--- src/rtl/sat_counter.sv ---
// Saturating up-counter with synchronous clear; holds at all-ones.
module sat_counter #(
    parameter int W = 16
) (
    input  logic         clk,
    input  logic         rst,
    input  logic         clr,
    input  logic         inc,
    output logic [W-1:0] q
);

    localparam logic [W-1:0] MAX = {W{1'b1}};

    logic [W-1:0] q_q;
    logic [W-1:0] q_d;

    always_comb begin
        q_d = q_q;
        if (clr) begin
            q_d = '0;
        end else if (inc && (q_q != MAX)) begin
            q_d = q_q + W'(1);
        end
    end

    always_ff @(posedge clk or posedge rst) begin
        if (rst) begin
            q_q <= '0;
        end else begin
            q_q <= q_d;
        end
    end

    assign q = q_q;

endmodule

--- config.mk ---
export PLATFORM = sky130hd
export DESIGN_NAME = sat_counter
export DESIGN_NICKNAME = d
export VERILOG_FILES = /design/src/rtl/sat_counter.sv
export SDC_FILE = /design/constraint.sdc
export NUM_CORES = 1
export LEC_CHECK = 0
export ABC_AREA = 1
export CAP_MARGIN = 0
export CORE_MARGIN = 4
export CORE_UTILIZATION = 45
export CTS_BUF_LIST = sky130_fd_sc_hd__clkbuf_8
export CTS_CLUSTER_SIZE = 30
export DETAILED_ROUTE_END_ITERATION = 7
export HOLD_SLACK_MARGIN = 0.03
export PLACE_DENSITY = 0.81
export SLEW_MARGIN = 25
export SYNTH_ARGS = -nofsm -noshare
export SYNTH_HDL_FRONTEND = slang
export SYNTH_SLANG_ARGS = --single-unit
--- constraint.sdc ---
create_clock -name clk -period 1.43 [get_ports clk]
set_input_delay 0.2145 -clock clk [delete_from_list [all_inputs] [get_ports clk]]
set_output_delay 0.2145 -clock clk [all_outputs]
set_load 0.05 [all_outputs]
== Word level (Yosys, flattened, before mapping) ==
Index checks and enable logic that the tools add are counted.
Cells by class
  add/subtract/negate cells: 1
  equal/unequal tests: 1
  muxes and demuxes: 2
  reductions and logical operators: 2
Operators with widths (number)
  16-bit two-way mux: 2
  16-bit by 1-bit adder with 16-bit output (second input constant): 1
  16-bit inequality test (second input constant): 1
  2-bit nonzero test: 1
  1-bit logical AND: 1
Word-level totals
  register bits after elaboration: 16
  output and inout bits: 16
  logic and storage cells: 7

== Depth between registers and ports, before layout ==
  word-level depth: 4
  depth in mapped cells: 10
  mapped depth without buffers: 9

== Worst setup path before layout ==
Ideal clock, no wire load.
  kind: register -> register
  start: register q_q[1], in the netlist q[1]
  end: register q_q[11], in the netlist q[11]
  library setup time: 66 ps
  data arrival time: 1838 ps
  data required time: 1364 ps
  slack: -474 ps
  stages on the path, launching flop included: 11
  cell sequence: dfrtp_1 -> ha_1 -> nand2_2 -> nor2_8 -> nand2_4 -> nor2_4 -> nor2_2 -> nor2_4 -> buf_6 -> nand2_1 -> nand2_1
Between the ends
  longest elaborated chain between the ends: 3
Ends and longest elaborated chain
  from (decl): RTL line 14  | logic [W-1:0] q_q;
  from (signal assigned): RTL line 30  | q_q <= q_d;
  16-bit by 1-bit adder with 16-bit output or 16-bit inequality test (tied branches): RTL line 22, 21
  16-bit two-way mux or 1-bit logical AND (tied branches): RTL line 21  | end else if (inc && (q_q != MAX)) begin
  16-bit two-way mux or 2-bit nonzero test (tied branches)
Parallel ways exist; a longest one is shown, timed or not. The select of a mux whose other input is x is not followed.
A chain may end at the register's enable or synchronous reset.

== Worst setup path after layout ==
  start: register q_q[0], in the netlist q[0]
  end: register q_q[0], in the netlist q[0]
The elaborated chain is that of the path after synthesis.

==> out/qor.csv <==
metric;value;unit
status;finished with violations;
failing checks;negative setup slack;
PwrDens;556;nW/µm²
CORE AREA;2250;µm²
total grt overflow;0;
worst min path class;in -> async;
relative max-transition margin;80.4;%
Pleak;0.933;nW
drt drc;0;
ant diodes;0;
fill cell count;138;
Synth Register Bits;16;
port buffer count;19;
synthesized net count;164;
FF-to-FF setup slack;-0.04;ns
PnR Total Power;1.02;mW
vias per inst;5.57;
PnR worst setup slack;-0.0446;ns
R2R Path Start;q[0];
Yosys top cell by area;dfrtp_1;
area of the multi-input gates;651;µm²
I/O pins;20;
post-synthesis sequential area ratio;37.0;%
vias in the first global route;1354;
GP Congestion;0.886;
max-capacitance violation count;0;
Crit Reg-Reg Endpoint;q[0];
Root Buffer;clkbuf_8;
area delta synth->final;69.1;%
fin crit share;103;%
worst slew pin tran;0.294;ns
crit end category;register;
row cnt;17;
most frequent cells in the layout;55 x nand2_1, 31 x buf_4, 16 x inv_1, 16 x buf_12;
Syn Inst Count;159;
Die Width;57.1;µm
RSZ-0062 raised after global routing;true;
Final TNS setup;-0.0711;ns
cts bufs inserted;3;
Synth area leaders;dfrtp_1 37%, nand2_1 22%, nand4_1 6.4%;
YS warnings;0;
Routed WL;3.92;mm
commonest non-fill, non-tap cell in the layout;nand2_1;
Initial Util;48.1;%
Worst-path clk slew;0.07;ns
final hold violation count;0;
Slew Limit Fails;0;
clk_skew;0.00296;ns
drt initial violations;70;
Post-DRT Antenna Nets;0;
largest net degree at the start of global routing;17;
first-pass GRT wire length;6.40;mm
final setup vio count;5;
Critical Path Fanout Max;6;
Nets;218;
CP Class;reg -> reg;
Mapped Area;1080;µm²
DRT Pass-1 Iters;4;
DP HPWL;2.63;mm
clk buf depth;2;
CTS tree;built;
Setup crit start;q[0];
post-layout min period;1.47;ns
worst-skew pair later-pin latency;0.25;ns
Worst IR Drop VDD;0.642;mV
initial antenna violation count;0;
syn_area_per_cell;6.81;µm²
WL/cell;16.3;µm
Die Height;57.1;µm
share of layout cells above drive strength 1;41.5;%
CP Launch Type;register;
via count;1336;
Unique masters post-synth;24;
die area;3260;µm²
Worst Reg2Reg Path Length in Cells;10;
htree depth;1;
crit path DAT;1.66;ns
critical path required time;1.62;ns
Total GRT Usage;24.8;%
max reg flops;16;
highest clock rate;678;MHz
total area of sequential cells;418;µm²
Sink Count;16;
share of the synthesized area in the top cell type;37.0;%
==> report_power, final <==
group | switching, mW | internal (mW) | total (mW)
combinational | 0.0803 | 0.0624 | 0.143
clock | 0.168 | 0.245 | 0.412
sequential | 0.00613 | 0.458 | 0.464
==> timing repair <==
action / CTS / global route
buffers inserted: 3 / 3
pin swaps: 3 / 7
hold endpoints to repair: 0 / 0
hold buffers: 0 / 0
setup endpoints to repair: 15 / 16
gates resized for setup: 4 / 12
==> metrics by stage <==
step | instance area, µm² | worst slack, ns | cells | hold slack, ns | util (%)
after floorplan | 1120 | -0.220 | 159 | 0.127 | -
after global placement | 1690 | 0.0180 | 230 | 0.542 | 74.8
after detailed placement | 1690 | -0.0431 | 230 | 0.553 | 74.8
after CTS | 1780 | -0.0000877 | 237 | 0.301 | 78.8
after global routing | 1830 | -0.123 | 240 | 0.336 | 81.2
final | 1830 | -0.0446 | 240 | 0.285 | 81.2
==> cells by family (layout without fill, tap and decap cells) <==
family	count (synthesis)	count (layout)	share of synthesized area, %
AO/OA/AOI/OAI	3	3	1.38
XOR/XNOR	4	4	3.23
adder cells (fa/ha/maj)	1	1	1.15
buffers and inverters	21	74	8.08
flip-flops	16	16	37.0
AND/OR/NAND/NOR	114	114	49.2
==> cell type report <==
| class | count | share of cell area, % |
|---|---|---|
| clock buffers | 4 | 3.01 |
| inverters | 18 | 3.69 |
| multi-input cells | 122 | 35.5 |
| flip-flops and latches | 16 | 22.8 |
| well taps | 28 | 1.91 |
| repair buffers | 52 | 33.1 |
==> synth_stat cells <==
cell type  number
clkinv_1        1
nor2_4          3
buf_1           1
nor3_1          1
nand2_4         1
nand4_1        11
nor2_1         16
inv_1          16
xor2_1          2
inv_2           1
dfrtp_1        16
buf_2           1
o21ai_1         1
nor2_8          1
buf_6           1
nor2_2          2
xnor2_1         2
nand2_1        64
nand3b_1        2
o21ai_0         1
ha_1            1
a21oi_1         1
nand3_1        12
nand2_2         1
==> worst max-delay path: stages, from the launching register on <==
cell     delay [ns]
dfrtp_2        0.39
ha_4           0.16
nand2_4        0.07
nor2_8         0.10
nand2_4        0.06
nor2_4         0.14
nor2_4         0.06
nor2_4         0.14
buf_6          0.14
nand2_1        0.07
nand2_1        0.07
==> worst max path at each step <==
stage	to	slack (ns)	cells past startpoint
global placement	q[11]	0.02	9
global route	q[0]	-0.12	10
detailed placement	q[3]	-0.04	10
finish	q[0]	-0.04	10
floorplan	q[12]	-0.22	10
CTS	q[0]	-0.00009	10
==> metal layers <==
| metal | GRT usage [%] | routed length (µm) | up-vias |
|---|---|---|---|
| li1 | - | - | 611 |
| met1 | 30.5 | 1380 | 628 |
| met2 | 43.1 | 1970 | 79 |
| met3 | 3.62 | 398 | 18 |
| met4 | 10.6 | 163 | 0 |
| met5 | 0 | 0 | - |
Note: power is estimated with default switching activity, not from simulation.
